===== config.mk =====
export PLATFORM = sky130hd
export DESIGN_NAME = fc_layer_par_mac
export DESIGN_NICKNAME = d
export VERILOG_FILES = /design/src/rtl/fc_layer_par_mac.sv
export SDC_FILE = /design/constraint.sdc
export NUM_CORES = 2
export LEC_CHECK = 0
export ABC_CLOCK_PERIOD_IN_PS = 7200
export CAP_MARGIN = 40
export CELL_PAD_IN_SITES_DETAIL_PLACEMENT = 0
export CELL_PAD_IN_SITES_GLOBAL_PLACEMENT = 1
export CORE_ASPECT_RATIO = 1.2
export CORE_MARGIN = 5
export CORE_UTILIZATION = 53
export DETAILED_ROUTE_END_ITERATION = 16
export DONT_BUFFER_PORTS = 1
export PLACE_DENSITY = 0.89
export SETUP_SLACK_MARGIN = 0.3
export SYNTH_ARGS = -nofsm -noshare
export SYNTH_HDL_FRONTEND = slang
export SYNTH_SLANG_ARGS = --single-unit
export TNS_END_PERCENT = 30

===== constraint.sdc =====
create_clock -name clk -period 7.2 [get_ports clk]
set_input_delay 1.8 -clock clk [delete_from_list [all_inputs] [get_ports clk]]
set_output_delay 1.8 -clock clk [all_outputs]
set_load 0.005 [all_outputs]

===== src/rtl/fc_layer_par_mac.sv =====
// Fully-connected layer engine with P parallel MAC lanes and W/B coefficient RAM.
// Define FC_RELU_EN to clamp negative saturated results to zero (ReLU layer).
module fc_layer_par_mac #(
    parameter int T = 16,
    parameter int N = 4,
    parameter int M = 4,
    parameter int P = 2
) (
    input  logic                        clk,
    input  logic                        reset_n,
    input  logic                        s_valid,
    output logic                        s_ready,
    input  logic [T-1:0]                data_in,
    output logic                        m_valid,
    input  logic                        m_ready,
    output logic [T-1:0]                data_out,
    input  logic                        cfg_wr,
    input  logic [$clog2(M*N+M)-1:0]    cfg_addr,
    input  logic [T-1:0]                cfg_data,
    output logic                        cfg_ready
);
    localparam int ACCW = 2*T + $clog2(N) + 1;
    localparam int WA   = $clog2(M*N);
    localparam int NW   = $clog2(N);
    localparam int CW   = $clog2(N+2);
    localparam int G    = M / P;
    localparam int GW   = (G > 1) ? $clog2(G) : 1;
    localparam int LW   = (P > 1) ? $clog2(P) : 1;
    localparam int BW   = (M > 1) ? $clog2(M) : 1;

    localparam logic signed [ACCW-1:0] SMAX = {{(ACCW-T+1){1'b0}}, {(T-1){1'b1}}};
    localparam logic signed [ACCW-1:0] SMIN = {{(ACCW-T+1){1'b1}}, {(T-1){1'b0}}};

    generate
        if (M % P != 0) begin : g_bad_p
            $error("fc_layer_par_mac: M must be a multiple of P");
        end
    endgenerate

    typedef enum logic [1:0] {LOAD, MAC, FINAL, OUT} state_t;

    state_t                 state;
    logic [CW-1:0]          cnt;
    logic [GW-1:0]          g;
    logic [LW-1:0]          lane;

    logic signed [T-1:0]    w_mem [M*N];
    logic signed [T-1:0]    b_mem [M];
    logic signed [T-1:0]    x_mem [N];

    logic signed [T-1:0]    w_q [P];
    logic signed [T-1:0]    x_q;
    logic signed [2*T-1:0]  prod [P];
    logic signed [ACCW-1:0] acc [P];
    logic signed [ACCW-1:0] sum [P];
    logic signed [T-1:0]    res_nx [P];
    logic signed [T-1:0]    res [P];
    logic                   rd_vld;
    logic                   mul_vld;
    logic                   s_fire;
    logic                   issue;
    logic                   mac_entry;

    assign s_fire = s_valid && s_ready;
    assign issue  = (state == MAC) && (int'(cnt) < N);
    assign mac_entry = (state == LOAD && s_fire && int'(cnt) == N-1)
                    || (state == OUT && m_ready && lane == LW'(P-1)
                        && int'(g) != G-1);

    // Coefficient and sample storage is deliberately not reset.
    always_ff @(posedge clk) begin
        if (cfg_wr && cfg_ready) begin
            if (int'(cfg_addr) < M*N)
                w_mem[WA'(cfg_addr)] <= cfg_data;
            else if (int'(cfg_addr) < M*N+M)
                b_mem[BW'(int'(cfg_addr) - M*N)] <= cfg_data;
        end
        if (state == LOAD && s_fire)
            x_mem[cnt[NW-1:0]] <= data_in;
    end

    always_ff @(posedge clk or negedge reset_n) begin
        if (!reset_n) begin
            rd_vld  <= 1'b0;
            mul_vld <= 1'b0;
            x_q     <= '0;
            for (int k = 0; k < P; k++) begin
                w_q[k]  <= '0;
                prod[k] <= '0;
                acc[k]  <= '0;
            end
        end else begin
            rd_vld  <= issue;
            mul_vld <= rd_vld;
            if (issue) begin
                x_q <= x_mem[cnt[NW-1:0]];
                for (int k = 0; k < P; k++)
                    w_q[k] <= w_mem[WA'(int'(g)*P*N + k*N + int'(cnt))];
            end
            for (int k = 0; k < P; k++) begin
                if (rd_vld)
                    prod[k] <= w_q[k] * x_q;
                if (mac_entry)
                    acc[k] <= '0;
                else if (mul_vld)
                    acc[k] <= acc[k] + ACCW'(prod[k]);
            end
        end
    end

    always_comb begin
        for (int k = 0; k < P; k++) begin
            sum[k] = acc[k] + ACCW'(b_mem[BW'(int'(g)*P + k)]);
            if (sum[k] > SMAX)
                res_nx[k] = SMAX[T-1:0];
            else if (sum[k] < SMIN)
                res_nx[k] = SMIN[T-1:0];
            else
                res_nx[k] = sum[k][T-1:0];
`ifdef FC_RELU_EN
            if (res_nx[k][T-1])
                res_nx[k] = '0;
`endif
        end
    end

    always_ff @(posedge clk or negedge reset_n) begin
        if (!reset_n) begin
            state     <= LOAD;
            s_ready   <= 1'b1;
            m_valid   <= 1'b0;
            data_out  <= '0;
            cfg_ready <= 1'b1;
            cnt       <= '0;
            g         <= '0;
            lane      <= '0;
            for (int k = 0; k < P; k++)
                res[k] <= '0;
        end else begin
            unique case (state)
                LOAD: begin
                    if (s_fire) begin
                        cfg_ready <= 1'b0;
                        if (int'(cnt) == N-1) begin
                            cnt     <= '0;
                            s_ready <= 1'b0;
                            state   <= MAC;
                        end else begin
                            cnt <= cnt + CW'(1);
                        end
                    end
                end
                // Issue N indices, then two cycles for read/multiply drain.
                MAC: begin
                    if (int'(cnt) == N+1) begin
                        cnt   <= '0;
                        state <= FINAL;
                    end else begin
                        cnt <= cnt + CW'(1);
                    end
                end
                FINAL: begin
                    for (int k = 0; k < P; k++)
                        res[k] <= res_nx[k];
                    data_out <= res_nx[0];
                    m_valid  <= 1'b1;
                    lane     <= '0;
                    state    <= OUT;
                end
                OUT: begin
                    if (m_ready) begin
                        if (lane == LW'(P-1)) begin
                            m_valid <= 1'b0;
                            lane    <= '0;
                            if (int'(g) == G-1) begin
                                g         <= '0;
                                s_ready   <= 1'b1;
                                cfg_ready <= 1'b1;
                                state     <= LOAD;
                            end else begin
                                g     <= g + GW'(1);
                                state <= MAC;
                            end
                        end else begin
                            lane     <= lane + LW'(1);
                            data_out <= res[lane + LW'(1)];
                        end
                    end
                end
            endcase
        end
    end
endmodule


== Yosys cells after proc, flatten, opt, wreduce, memory -nomap -nowiden ==
Memories as Yosys holds them, arrays and structs flattened. A register that Yosys moved wholly into a read port is not among the register bits.
Index checks and enable logic that the tools add are counted.

* Flip-flop bits (word level): 194
* Bits in latches: 0
* Memory bits (writable): 384
* Memory bits (read-only): 0
* Bits of input ports: 42
* Output and inout bits: 19
* Logic and storage cells: 129
* Memories kept: 3

* Add/sub/neg operators: 12
* Multiply operators: 2
* Div/mod/pow operators: 0
* Order comparisons: 8
* Equality and inequality tests: 12
* Shift operators: 0
* Multiplexer cells: 49
* Bitwise logic cells: 2
* Reduce and logical (&&, ||, !) cells: 25

{| class="wikitable"
|+ Memories
! memory !! words !! bits a word !! rd ports !! clocked after Yosys merged registers in !! write ports !! line !! RTL
|-
| w_mem || 16 || 16 || 2 || 2 || 1 || 47 || <nowiki>logic signed [T-1:0] w_mem [M*N];</nowiki>
|-
| b_mem || 4 || 16 || 2 || 0 || 1 || 48 || <nowiki>logic signed [T-1:0] b_mem [M];</nowiki>
|-
| x_mem || 4 || 16 || 1 || 1 || 1 || 49 || <nowiki>logic signed [T-1:0] x_mem [N];</nowiki>
|}

{| class="wikitable"
|+ Operator list
! cell !! count
|-
| 2-to-1 mux 16 bit || 9
|-
| 2-to-1 mux 35 bit || 4
|-
| adder 35 x 16 -> 35 bit || 2
|-
| adder 35 x 32 -> 35 bit || 2
|-
| greater-than comparator 35 x 16 -> 1 bit, second input constant || 2
|-
| less-than comparator 35 x 16 -> 1 bit, second input constant || 2
|-
| multiplier 16 x 16 -> 32 bit || 2
|-
| one-hot mux 16 bit (2 select lines) || 1
|-
| 2-to-1 mux 1 bit || 21
|-
| inequality test 2 bit, second input constant || 6
|-
| less-than comparator 5 bit, second input constant || 2
|-
| 2-to-1 mux 2 bit || 5
|-
| AND reduction 5 bit || 2
|-
| 2-to-1 mux 3 bit || 3
|-
| AND reduction 3 bit || 3
|-
| adder 4 x 3 -> 4 bit || 2
|-
| logical AND 1 bit || 8
|-
| one-hot mux 1 bit (2 select lines) || 4
|-
| one-hot mux 2 bit (4 select lines) || 1
|-
| nonzero test 2 bit || 4
|-
| equality test 3 bit, second input constant || 2
|-
| one-hot mux 3 bit (2 select lines) || 1
|-
| AND reduction 6 bit || 1
|-
| adder 4 x 3 -> 4 bit, second input constant || 1
|-
| 15 further kinds || 20
|}

== Depth between registers and ports, before layout ==
* Depth in word-level cells: 8
* Mapped depth: 26
* Depth with buffers taken out: 25

== Least setup slack after synthesis ==
Ideal clock, no wire load.

* Path kind: register -> register
* Start point: register w_q[11] (netlist bit) (read register of w_mem)
* End point: register prod[29] (netlist bit)
* Setup time: 0.125 ns
* Data arrival time: 6.432 ns
* Required time: 7.075 ns
* Path slack: 0.643 ns
* Stages on the path, launching flop included: 24
* Path buffers: 1
* Clock period less this slack: 6.557 ns
* Cell sequence: dfrtp_1 > clkbuf_1 > nand2_1 > fa_1 > fa_1 > fa_1 > inv_1 > fa_1 > fa_1 > inv_1 > fa_1 > inv_1 > ha_1 > a21o_1 > a21o_1 > a21oi_1 > o211a_1 > o31ai_1 > o31a_1 > a2111oi_0 > o21bai_1 > a21oi_1 > xnor2_1 > mux2_2

* Cells in the longest elaborated chain, start to end: 1

{| class="wikitable"
|+ Ends and longest elaborated chain
! item !! line !! RTL
|-
| start: declaration || 51 || <nowiki>logic signed [T-1:0] w_q [P];</nowiki>
|-
| multiplier 16 x 16 -> 32 bit || 102 || <nowiki>prod[k] <= w_q[k] * x_q;</nowiki>
|-
| end signal: indexed assignment || 102 ||
|-
| end: declaration || 53 || <nowiki>logic signed [2*T-1:0] prod [P];</nowiki>
|}

No other way between the ends.
A chain may end at the register's enable or synchronous reset.

== Worst setup path after layout ==
* Start point: register w_q[2] (netlist bit) (read register of w_mem)
* End point: register prod[30] (netlist bit)

Same word-level chain as after synthesis.

==> metrics.cfg <==
[sta]
rsz0062_at_grt=true
finalWorstSetupSlack_ns=0.4999
fmax_ghz=0.1493
fin_setup_tns_ns=0
finalHoldViolCount=0
setup_viol=0
maxSlewViolCount=0
min_period_ns=6.700
slew_headroom_pct=37.80
worst_pin_slew_ns=0.9330
finalClockSkew_ns=0.08493
fin_crit_sh_pct=93.06

[placed_design]
dpl.hpwl_um=96990
io_buffer_count=0
placed_area_sq_um=52090
dpl_worst_slack_ns=0.08253
routabilityCongestion=0.9262

[global_route]
grtUsageTotal_pct=25.67
first_global_vias=36567
grt_first_pass_wirelength_um=205600
grt_start_max_net_pins=228
gr-total-overflow=0
antenna_found_initial=2

[logic_synthesis]
synthTopCellsByArea=edfxtp_1, fa_1, dfrtp_1, ha_1, inv_1
synth_edf_count=384
syn_area_per_cell_sq_um=10.79
yosys.area.top_type=edfxtp_1
ys_ff_latch=611
syn_nets=5538
synth-seq-area-share_pct=34.26
synth_area_sq_um=50240
synth_warnings=0
synthCells=4658
yosysUniqueCellTypes=85
async_reset_ff_share_pct=37.15
synthFlopType=edfxtp_1
synth_top_cell_area_share_pct=22.95

[floorplan]
die_y_um=347.3
ios=61
die_w_um=291.1
placementRows=123
dieArea_sq_um=101100
start_util_pct=53.52
core_area_sq_um=93880

[cells_and_area]
finalNetCount=5517
stdcell_area_sq_um=54310
area_growth_pct=8.103
fill_cells=7817
diodes=0
drive_gt1_share_pct=9.300
regArea_sq_um=17250
multiInputGateArea_sq_um=30100

[status]
outcome=finished clean

[critical_path]
critPathKind=reg2reg
required_ns=7.83
worstPathArrival_ns=7.33
path_max_fanout=13
setup.worst_path.start_class=register
cp-end-kind=register

[routing]
vias=34344
drcViolationCount=0
drt-met1-wl_um=51080
wl_met3_um=6677
met2_length_um=63980
viasPerCell=5.784
wl_per_cell_um=21.53
ant_nets=0
drtIter0Drc=2535
topRoutingLayerUsed=met4
wl_um=127900
first_pass_iters=8

[cts]
hold_buffers=0
root_buffer=clkbuf_16
clk_pin_slew_worst_paths_ns=0.07
cts_tree=done
cts.path.max_buffers=3
clock_latency_ns=0.70
cts_inserted_buffers=60
clock-sinks=611
h-tree-depth=2

[power_and_ir_drop]
leakage_nw=24.47
power_mw=7.054
ir_drop_mv=0.2710
p_per_area_nw_per_um2=129.9

[hold_path]
min_path_type=reg2reg

[flow_run]
maxCapViolCount=0

==> where the power goes <==
group / leakage [nW] / internal, mW / total (mW) / switching [mW]
Combinational: 17.4 / 0.00109 / 0.00412 / 0.00300
Sequential: 6.12 / 3.73 / 3.73 / 0
Clock: 0.986 / 1.85 / 3.32 / 1.47
==> cell usage after synthesis, types with 7 or more instances <==
master,instances
nand3_1,78
inv_1,627
nor3_1,54
xor2_1,43
a31oi_1,67
clkbuf_1,150
or3_1,13
nand2_1,470
dfrtp_1,225
or2_2,10
o21ai_0,95
a221oi_1,8
mux2i_1,56
a2111oi_0,7
a21o_1,94
o22ai_1,17
nand2b_1,32
nor2b_1,19
a21oi_1,221
mux4_2,80
a211oi_1,24
o21bai_1,31
and3_1,28
a211o_1,8
nand4_1,29
mux2_2,80
and2_1,259
and4_1,8
nand3b_1,7
ha_1,310
o21a_1,23
buf_1,28
o211ai_1,24
fa_1,528
nor2_1,277
xnor2_1,126
edfxtp_1,384
==> worst paths after layout <==
path	end	cells after the start	startpoint	slack [ns]
setup / recovery	prod[30]	22	w_q[2]	0.50
setup reg to reg	prod[30]	22	w_q[2]	0.50
hold reg to reg	s_ready	2	s_ready	0.49
min in group asynchronous	acc[65]	0	reset_n	0.88
hold / removal	s_ready	2	s_ready	0.49
max in group asynchronous	cnt[1]	0	reset_n	5.72
==> what timing repair did <==
| action | in CTS | in global routing |
|---|---|---|
| setup endpoints to repair | 8 | 18 |
| buffers inserted | 0 | 3 |
| gates resized for setup | 4 | 30 |
| pin swaps | 0 | 0 |
==> logic make-up (layout without fill, tap and decap cells) <==
logic type | count (synthesis) | after routing | share of synthesized area [%]
and+or+nand+nor | 1322 | 1322 | 12.70
adders and majority gates | 838 | 838 | 28.76
buffers and inverters | 815 | 845 | 6.119
AOI/OAI and AO/OA | 687 | 687 | 8.721
DFF | 611 | 611 | 34.26
muxes | 216 | 216 | 6.495
xor gates and xnor gates | 169 | 169 | 2.946
==> state kept, by name (all words and copies together) (netlist names) <==
signal,cells
acc,70
w_q,32
res,17
w_mem,256
rd_vld,1
state,2
lane,1
cnt,3
data_out,16
s_ready,1
prod,64
x_mem,64
m_valid,1
mul_vld,1
cfg_ready,1
g,1
b_mem,64
x_q,16
==> layer usage <==
metal  GRT usage, %  up-vias
li1               -    15631
met1          32.82    17389
met2          44.67     1046
met3          3.260      278
met4          10.40        0
met5              0        -
==> layout by cell type (no fill, tap or decap), drive strengths merged, types with 95 or more instances in the layout <==
| cell type | Yosys | routed |
|---|---|---|
| a21o | 95 | 95 |
| a21oi | 221 | 221 |
| and2 | 259 | 259 |
| buf | 35 | 102 |
| dfrtp | 225 | 225 |
| edfxtp | 384 | 384 |
| fa | 528 | 528 |
| ha | 310 | 310 |
| inv | 629 | 634 |
| nand2 | 471 | 471 |
| nor2 | 277 | 277 |
| o21ai | 99 | 99 |
| xnor2 | 126 | 126 |
==> worst max-delay path: stages (launching register included) <==
cell	delay (ns)
dfrtp_1	0.38
buf_4	0.28
nand2_1	0.12
fa_1	0.50
fa_1	0.54
inv_1	0.06
fa_1	0.52
fa_1	0.53
fa_1	0.58
inv_1	0.07
fa_1	0.56
inv_1	0.05
ha_1	0.36
and3_1	0.21
nand3_1	0.15
nor4bb_4	0.33
nor2_1	0.10
a2111o_1	0.38
a31oi_1	0.25
a31o_2	0.25
a21oi_1	0.09
nand4bb_1	0.19
nand4_1	0.12
==> cell type report <==
cell class / instances / area share [%]
timing repair buffer: 102 / 1.751
multi-input combinational: 3232 / 55.41
clock inverter: 43 / 0.9376
inverter: 630 / 4.354
tap: 1250 / 2.880
sequential: 611 / 31.76
clock buffer: 70 / 2.907
==> metrics by stage <==
| stage | hold slack [ns] | cells | util [%] |
|---|---|---|---|
| 3_3_place_gp | 0.4681 | 5808 | 55.24 |
| 6_report | 0.4920 | 5938 | 57.86 |
| 5_1_grt | 0.5421 | 5938 | 57.86 |
| 3_5_place_dp | 0.4798 | 5822 | 55.49 |
| 4_1_cts | 0.4948 | 5935 | 57.72 |
| 2_1_floorplan | 0.4099 | 4658 | - |
No activity file was read; power rests on OpenSTA's default activity.
